==> config.mk <==
export PLATFORM = sky130hd
export DESIGN_NAME = calc_sequencer
export DESIGN_NICKNAME = d
export VERILOG_FILES = /design/src/rtl/calc_sequencer.sv
export SDC_FILE = /design/constraint.sdc
export NUM_CORES = 1
export LEC_CHECK = 0
export CAP_MARGIN = 20
export CORE_MARGIN = 3
export CORE_UTILIZATION = 40
export DETAILED_ROUTE_END_ITERATION = 7
export DONT_BUFFER_PORTS = 1
export PLACE_DENSITY = 0.56
export SYNTH_ARGS = -nofsm -noshare
export SYNTH_HDL_FRONTEND = slang
export SYNTH_SLANG_ARGS = --single-unit
==> constraint.sdc <==
create_clock -name clk -period 2.25 [get_ports clk]
set_clock_uncertainty 0.2 [all_clocks]
set_input_delay 0.45 -clock clk [delete_from_list [all_inputs] [get_ports clk]]
set_output_delay 0.45 -clock clk [all_outputs]
set_load 0.005 [all_outputs]
==> src/rtl/calc_sequencer.sv <==
// Button-driven divider front end: synchronise/debounce buttons, build operands, launch a divide, show results.
// Press effect lands DEB_CYCLES+3 edges after BTN is first sampled high; div_start is a single-cycle request.
module calc_sequencer #(
  parameter int WIDTH      = 4,
  parameter int DEB_CYCLES = 4
) (
  input  logic             clk,
  input  logic             reset,
  input  logic [3:0]       BTN,
  output logic             div_start,
  output logic [WIDTH-1:0] div_num,
  output logic [WIDTH-1:0] div_den,
  input  logic             div_done,
  input  logic [WIDTH-1:0] div_quot,
  input  logic [WIDTH-1:0] div_rem,
  output logic [3:0]       LEDS
);

  localparam int CW = $clog2(DEB_CYCLES + 1);

  typedef enum logic [2:0] {NUM, DEN, RUN, WAIT, SHOW, ERR} state_t;

  logic [3:0]    s1, s2, deb, deb_q;
  logic [CW-1:0] cnt [4];

  // Level only moves after the synchronised input disagrees for DEB_CYCLES straight clocks.
  always_ff @(posedge clk or negedge reset) begin
    if (!reset) begin
      s1    <= '0;
      s2    <= '0;
      deb   <= '0;
      deb_q <= '0;
      for (int i = 0; i < 4; i++) cnt[i] <= '0;
    end else begin
      s1    <= BTN;
      s2    <= s1;
      deb_q <= deb;
      for (int i = 0; i < 4; i++) begin
        if (s2[i] != deb[i]) begin
          if (cnt[i] == CW'(DEB_CYCLES - 1)) begin
            deb[i] <= s2[i];
            cnt[i] <= '0;
          end else begin
            cnt[i] <= cnt[i] + CW'(1);
          end
        end else begin
          cnt[i] <= '0;
        end
      end
    end
  end

  logic [3:0] ev;
  logic       ev_clr, ev_cfm, ev_inc, ev_view;

  assign ev      = deb & ~deb_q;
  assign ev_clr  = ev[3];
  assign ev_cfm  = ev[1] & ~ev[3];
  assign ev_inc  = ev[0] & ~ev[1] & ~ev[3];
  assign ev_view = ev[2] & ~ev[0] & ~ev[1] & ~ev[3];

  state_t           state, state_nxt;
  logic [WIDTH-1:0] num, den, quot, rem;
  logic [WIDTH-1:0] num_nxt, den_nxt, quot_nxt, rem_nxt;
  logic             view, view_nxt;

  always_ff @(posedge clk or negedge reset) begin
    if (!reset) begin
      state <= NUM;
      num   <= '0;
      den   <= '0;
      quot  <= '0;
      rem   <= '0;
      view  <= 1'b0;
    end else begin
      state <= state_nxt;
      num   <= num_nxt;
      den   <= den_nxt;
      quot  <= quot_nxt;
      rem   <= rem_nxt;
      view  <= view_nxt;
    end
  end

  always_comb begin
    state_nxt = state;
    num_nxt   = num;
    den_nxt   = den;
    quot_nxt  = quot;
    rem_nxt   = rem;
    view_nxt  = view;
    if (ev_clr) begin
      state_nxt = NUM;
      num_nxt   = '0;
      den_nxt   = '0;
      quot_nxt  = '0;
      rem_nxt   = '0;
      view_nxt  = 1'b0;
    end else begin
      case (state)
        NUM: begin
          if (ev_inc) num_nxt = num + WIDTH'(1);
          if (ev_cfm) begin
            state_nxt = DEN;
            den_nxt   = '0;
          end
        end
        DEN: begin
          if (ev_inc) den_nxt = den + WIDTH'(1);
          if (ev_cfm) state_nxt = (den != '0) ? RUN : ERR;
        end
        RUN:  state_nxt = WAIT;
        WAIT: begin
          if (div_done) begin
            quot_nxt  = div_quot;
            rem_nxt   = div_rem;
            view_nxt  = 1'b0;
            state_nxt = SHOW;
          end
        end
        SHOW, ERR: begin
          if (ev_view && state == SHOW) view_nxt = ~view;
          if (ev_cfm) begin
            state_nxt = NUM;
            num_nxt   = '0;
            den_nxt   = '0;
          end
        end
        default: state_nxt = NUM;
      endcase
    end
  end

  assign div_start = (state == RUN);
  assign div_num   = num;
  assign div_den   = den;

  logic [WIDTH+3:0] ext;

  // Zero-extend then take the low nibble so any WIDTH maps onto the four LEDs.
  always_comb begin
    ext = '0;
    case (state)
      NUM:     ext[WIDTH-1:0] = num;
      DEN:     ext[WIDTH-1:0] = den;
      SHOW:    ext[WIDTH-1:0] = view ? rem : quot;
      default: ext = '0;
    endcase
    LEDS = (state == ERR) ? 4'hF : ext[3:0];
  end

endmodule

==> results of run 1 <==
[registers in the layout (all words and copies together) (netlist names)]
register  flops
div_num       4
cnt          12
deb_q         4
s1            4
view          1
div_den       4
deb           4
quot          4
state         3
rem           4
s2            4
[placed cells by master, fill, tap and decap left out, types with 6 or more instances in the layout]
| cell type | count |
|---|---|
| dfrtp_1 | 46 |
| nand2_1 | 18 |
| nor2b_1 | 12 |
| a211oi_1 | 12 |
| a21oi_1 | 9 |
| nor3b_1 | 8 |
| nor2_1 | 8 |
| nand2b_1 | 7 |
| ha_1 | 7 |
| clkbuf_8 | 6 |
[layer usage]
| layer | routed length [um] | vias up | GRT usage, % |
|---|---|---|---|
| met1 | 1740 | 751 | 17.2 |
| met5 | 0 | - | 0 |
| met2 | 2200 | 28 | 24.4 |
| li1 | - | 731 | - |
| met3 | 180 | 2 | 3.48 |
| met4 | 2 | 0 | 3.38 |
[cells by family (layout without fill, tap and decap cells)]
family / after synthesis / in the layout / synth area share, %
simple gates: 79 / 79 / 21.8
flops: 48 / 48 / 53.9
compound gates: 41 / 41 / 12.7
buf+inv: 14 / 20 / 2.69
fa+ha+maj: 7 / 7 / 3.93
mux: 6 / 6 / 2.97
xor+xnor: 5 / 5 / 1.96
[per-stage QoR]
step	cell area (um^2)	worst slack (ps)
2_1_floorplan	2230	526
3_3_place_gp	2290	359
3_5_place_dp	2290	288
4_1_cts	2460	24.1
5_1_grt	2460	12.8
6_report	2460	92.2
[report_power, final]
group	total [mW]	switching [mW]	leakage (nW)	internal (mW)
combinational	0.925	0.505	0.390	0.420
clock	0.531	0.280	0.0516	0.251
sequential	1.27	0.214	0.619	1.06
[critical path: stages (launching register included)]
cell and delay, ps:
dfrtp_2 480, buf_4 200, nor2b_1 120, a211oi_1 70
a211oi_1 340
[path summary, 6_finish.rpt]
check | start | to | slack (ps) | cells past startpoint
min in group asynchronous | reset | rem[0] | 460 | 2
max in group asynchronous | reset | state[2] | 1170 | 2
max | state[0] | LEDS[2] | 90 | 4
min reg2reg | s1[0] | s2[0] | 150 | 0
min | div_quot[0] | quot[0] | 80 | 2
max reg2reg | state[1] | div_num[1] | 330 | 4
[final cells by class]
cell class | count | area [um^2] | share of cell area [%]
Clock buffer | 6 | 82.6 | 3.35
Clock inverter | 2 | 13.8 | 0.559
Multi-Input combinational cell | 138 | 968 | 39.3
Tap cell | 70 | 87.6 | 3.56
Inverter | 4 | 15.0 | 0.609
Timing Repair Buffer | 8 | 92.6 | 3.76
Sequential cell | 48 | 1200 | 48.9
[what timing repair did]
item / 4_1_cts / 5_1_grt
hold endpoints to repair: 52 / 0
buffers inserted: 0 / 0
resized for setup: 0 / 2
setup endpoints to repair: 0 / 4
hold buffers: 6 / 0
==> out/metrics.csv, run 1 <==
stage,metric,value,unit
run_status,outcome,completed,
clock_network,clock sink count,48,
final_layout,Nets,227,
routing,vias per cell,5.48,
clock_network,Num CTS Buffers,5,
die,Die Height,80.7,um
routing,1st-iter DRT viols,85,
die,# rows,26,
logic_synthesis,synthesis warning total,0,
timing,Worst-Margin Slew,687,ps
hold_path,Min-Delay Path Class,input pin to register,
logic_synthesis,"flops & latches, synth",48,
timing,endpoints failing setup,0,
logic_synthesis,synth unique cells,46,
logic_synthesis,largest cells by area after synthesis,"dfrtp_1, a211oi_1, ha_1, nor2b_1, nand2_1",
power,Total Power,2.73,mW
logic_synthesis,Syn Inst Count,200,
clock_network,clock slew at reported path FFs,90,ps
worst_setup_path,WS Path Type,register to output pin,
die,Ports,28,
worst_setup_path,WP data arrival,1510,ps
timing,relative slew slack,54.2,%
worst_setup_path,Worst Path Required,1600,ps
timing,setup TNS,0,ps
logic_synthesis,asr flop ratio synth,100,%
timing,min Tclk post-route,2160,ps
timing,fin. max-slew vios,0,
routing,routed length per instance,14.9,um
logic_synthesis,post-synth top area cell,dfrtp_1,
worst_setup_path,Setup crit end kind,output pin,
power,maximum VDD drop,0.000536,V
timing,FMAX,463,MHz
grt,first-pass GRT wire length,7.01,mm
logic_synthesis,top post-synthesis cells by count,"dfrtp_1, nand2_1, a211oi_1, nor2b_1, a21oi_1",
die,Die X-Extent,80.7,um
logic_synthesis,most frequent cell after synthesis,dfrtp_1,
clock_network,root buffer cell,clkbuf_8,
die,Initial Utilization,42.6,%
grt,largest net degree at the start of global routing,49,
final_layout,share of cells above drive strength 1,11.7,%
logic_synthesis,post-synth top area share,53.9,%
timing,RSZ-0062 raised after global routing,false,
grt,vias in the first global route,1519,
routing,detailed-route wire length,4.12,mm
logic_synthesis,number of synthesized flops with an enable pin,0,
power,Pleak,1.06,nW
final_layout,ant diodes,0,
power,Cell Pwr Density,1110,nW/um^2
final_layout,filler instances,487,
die,die area,6510,um^2
job,max_cap viols,0,
timing,final hold viol count,0,
grt,grt total ovfl,0,
placement,gpl congestion,0.767,
routing,TritonRoute pass-1 iters,4,
clock_network,Clock Latency Late Sink,290,ps
placement,placed instance count,262,
timing,WHS,75.2,ps
final_layout,Non-Filler Instances,276,
placement,Port Buffers,0,
final_layout,area grow syn2layout,10.5,%
logic_synthesis,Mapped Nets,222,
routing,Post-DRT Antenna Nets,0,
logic_synthesis,Avg Inst Size Synth,11.1,um^2
routing,DRC viols,0,
worst_setup_path,Startpoint Class,register,
worst_setup_path,crit-path max FO,13,
placement,DP HPWL,3.04,mm
final_layout,final core utilization,47.0,%
clock_network,clock buffer depth,2,
clock_network,CTS tree,done,
routing,Vias,1512,
die,core footprint,5240,um^2
grt,GRT Overall Usage,14.0,%
grt,initial antenna violation count,0,
logic_synthesis,Post-Syn Area,2230,um^2
logic_synthesis,Most used DFF post-synth,dfrtp_1,
clock_network,CTS H-tree lvls,2,
timing,fin crit share,95.9,%
logic_synthesis,"Seq/Total Area, Yosys",53.9,%
Note: power is estimated with default switching activity, not from simulation.
==> run 2, diff against run 1 <==
CELL_PAD_IN_SITES_DETAIL_PLACEMENT = 1   (was default)
CELL_PAD_IN_SITES_GLOBAL_PLACEMENT = 1   (was default)
CTS_CLUSTER_SIZE = 12   (was default)
GPL_TIMING_DRIVEN = 0   (was default)
PLACE_DENSITY = 0.67   (was 0.56)
==> out/metrics.csv, run 2 (synthesized netlist as in run 1, its figures left out) <==
stage,metric,value,unit,change
worst_setup_path,WP data arrival,1470,ps,-40 ps
hold_path,Min-Delay Path Class,input pin to register,,
final_layout,Non-Filler Instances,280,,+1.4%
power,Pleak,1.08,nW,+1.6%
die,die area,6510,um^2,unchanged
routing,TritonRoute pass-1 iters,4,,unchanged
grt,GRT Overall Usage,16.2,%,+2.3 points
clock_network,CTS tree,done,,
final_layout,most frequent cells in the layout,"dfrtp_1, nand2_1, nor2b_1",,
clock_network,root buffer cell,clkbuf_8,,
die,core footprint,5240,um^2,unchanged
clock_network,CTS H-tree lvls,2,,unchanged
job,max_cap viols,0,,unchanged
timing,RSZ-0062 raised after global routing,false,,
routing,met1 WL,1.90,mm,+9.0%
grt,largest net degree at the start of global routing,49,,unchanged
placement,placed instance count,270,,+3.1%
final_layout,Nets,231,,+1.8%
clock_network,clock sink count,48,,unchanged
timing,WHS,64.4,ps,-10.9 ps
timing,fin crit share,94.3,%,-1.6 points
timing,fin. max-slew vios,0,,unchanged
clock_network,clock slew at reported path FFs,90,ps,about the same
run_status,outcome,completed,,
timing,relative slew slack,65.1,%,+11 points
die,Ports,28,,unchanged
worst_setup_path,CP bufs+invs,1,,unchanged
routing,met3 wire len,234,um,+30%
worst_setup_path,CP peak stage delay,420,ps,-60 ps
worst_setup_path,crit-path max FO,19,,+6
routing,1st-iter DRT viols,75,,-12%
die,Die Height,80.7,um,unchanged
placement,placed cell area,2320,um^2,+1.3%
grt,first-pass GRT wire length,8.13,mm,+16%
worst_setup_path,Setup crit end kind,output pin,,
final_layout,area grow syn2layout,12.2,%,
timing,final hold viol count,0,,unchanged
power,Total Power,2.87,mW,+5.3%
placement,pre-CTS WS,258,ps,-30.0 ps
worst_setup_path,Worst Path Required,1600,ps,about the same
placement,gpl congestion,0.764,,-0.43%
timing,Worst-Margin Slew,519,ps,-168 ps
die,Initial Utilization,42.6,%,unchanged
final_layout,max FFs per register,12,,unchanged
hold_path,min-delay src,div_quot[3],,
worst_setup_path,CP startpoint,state[0],,
worst_setup_path,Startpoint Class,register,,
power,maximum VDD drop,0.000510,V,-4.9%
timing,endpoints failing setup,0,,unchanged
final_layout,final core utilization,47.8,%,+0.74 points
die,Die X-Extent,80.7,um,unchanged
worst_setup_path,worst r2r src,state[2],,
die,# rows,26,,unchanged
clock_network,clock buffer depth,2,,unchanged
clock_network,Clock Latency Late Sink,300,ps,about the same
final_layout,"commonest non-fill, non-tap cell in the layout",dfrtp_1,,
worst_setup_path,WS Path Type,register to output pin,,
routing,met2 routed WL,2.50,mm,+14%
worst_setup_path,most frequent CP cell,a211oi_1,,
power,Cell Pwr Density,1150,nW/um^2,+3.7%
timing,worst setup margin,128,ps,+35.8 ps
final_layout,share of cells above drive strength 1,11.9,%,+0.25 points
clock_network,"Setup Fix Bufs, Post-CTS",0,,unchanged
final_layout,design area,2500,um^2,+1.6%
timing,FMAX,471,MHz,+1.7%
routing,vias per cell,5.57,,+1.7%
final_layout,filler instances,554,,+14%
routing,Vias,1560,,+3.2%
grt,initial antenna violation count,0,,unchanged
timing,setup TNS,0,ps,unchanged
placement,DP HPWL,3.55,mm,+17%
timing,min Tclk post-route,2120,ps,-35.8 ps
placement,Port Buffers,0,,unchanged
final_layout,multi-input logic area,978,um^2,+1.0%
grt,vias in the first global route,1723,,+13%
routing,routed length per instance,16.8,um,+13%
clock_network,Num CTS Buffers,5,,unchanged
worst_setup_path,top cell family by delay on the critical path,flip-flops,,
worst_setup_path,crit-path cells,clkbuf_4 -> nor2b_1 -> a211oi_1 -> a211oi_1,,
routing,Post-DRT Antenna Nets,0,,unchanged
worst_setup_path,slowest cell on the critical path,dfrtp_1,,
routing,uppermost routed layer,met4,,
routing,detailed-route wire length,4.71,mm,+14%
final_layout,ant diodes,0,,unchanged
routing,DRC viols,0,,unchanged
grt,grt total ovfl,0,,unchanged
final_layout,most flop-heavy register,cnt,,
final_layout,Reg area,1200,um^2,-0.21%
-- run 2: routing by layer --
layer / up-vias / global-route usage [%]
li1: 733 / -
met1: 788 / 18.3
met2: 31 / 29.6
met3: 8 / 4.04
met4: 0 / 5.41
met5: - / 0
-- run 2: area by class of cell --
class,instances,share of cell area [%]
Sequential cell,48,48.0
Multi-Input combinational cell,138,39.1
Clock inverter,3,1.70
Inverter,4,0.600
Clock buffer,5,2.75
Tap cell,70,3.50
Buffer,6,1.25
Timing Repair Buffer,6,3.10
-- run 2: final timing paths --
kind                              endpoint  cells past startpoint  slack [ps]
worst max register to register  div_den[0]                      5         320
max in group asynchronous           deb[2]                      2        1190
worst min register to register       s2[0]                      0         150
worst min-delay path               quot[3]                      2          60
worst max-delay path               LEDS[0]                      4         130
min in group asynchronous          quot[0]                      2         450
-- run 2: worst reg2reg max path, stage by stage, from the launching register on --
cell and delay [ps]:
dfrtp_1 370, buf_2 230, nor2b_4 230, nor4b_4 400, nor3_1 110, mux2_2 280
-- run 2: power breakdown --
group | internal [mW] | switching, mW
combinational | 0.439 | 0.605
sequential | 1.05 | 0.163
clock | 0.329 | 0.283
-- run 2: repair_timing --
item                       in CTS  in global routing
hold buffers                    6                  0
resized for setup               2                  1
hold endpoints to repair       52                  0
setup endpoints to repair       5                  3
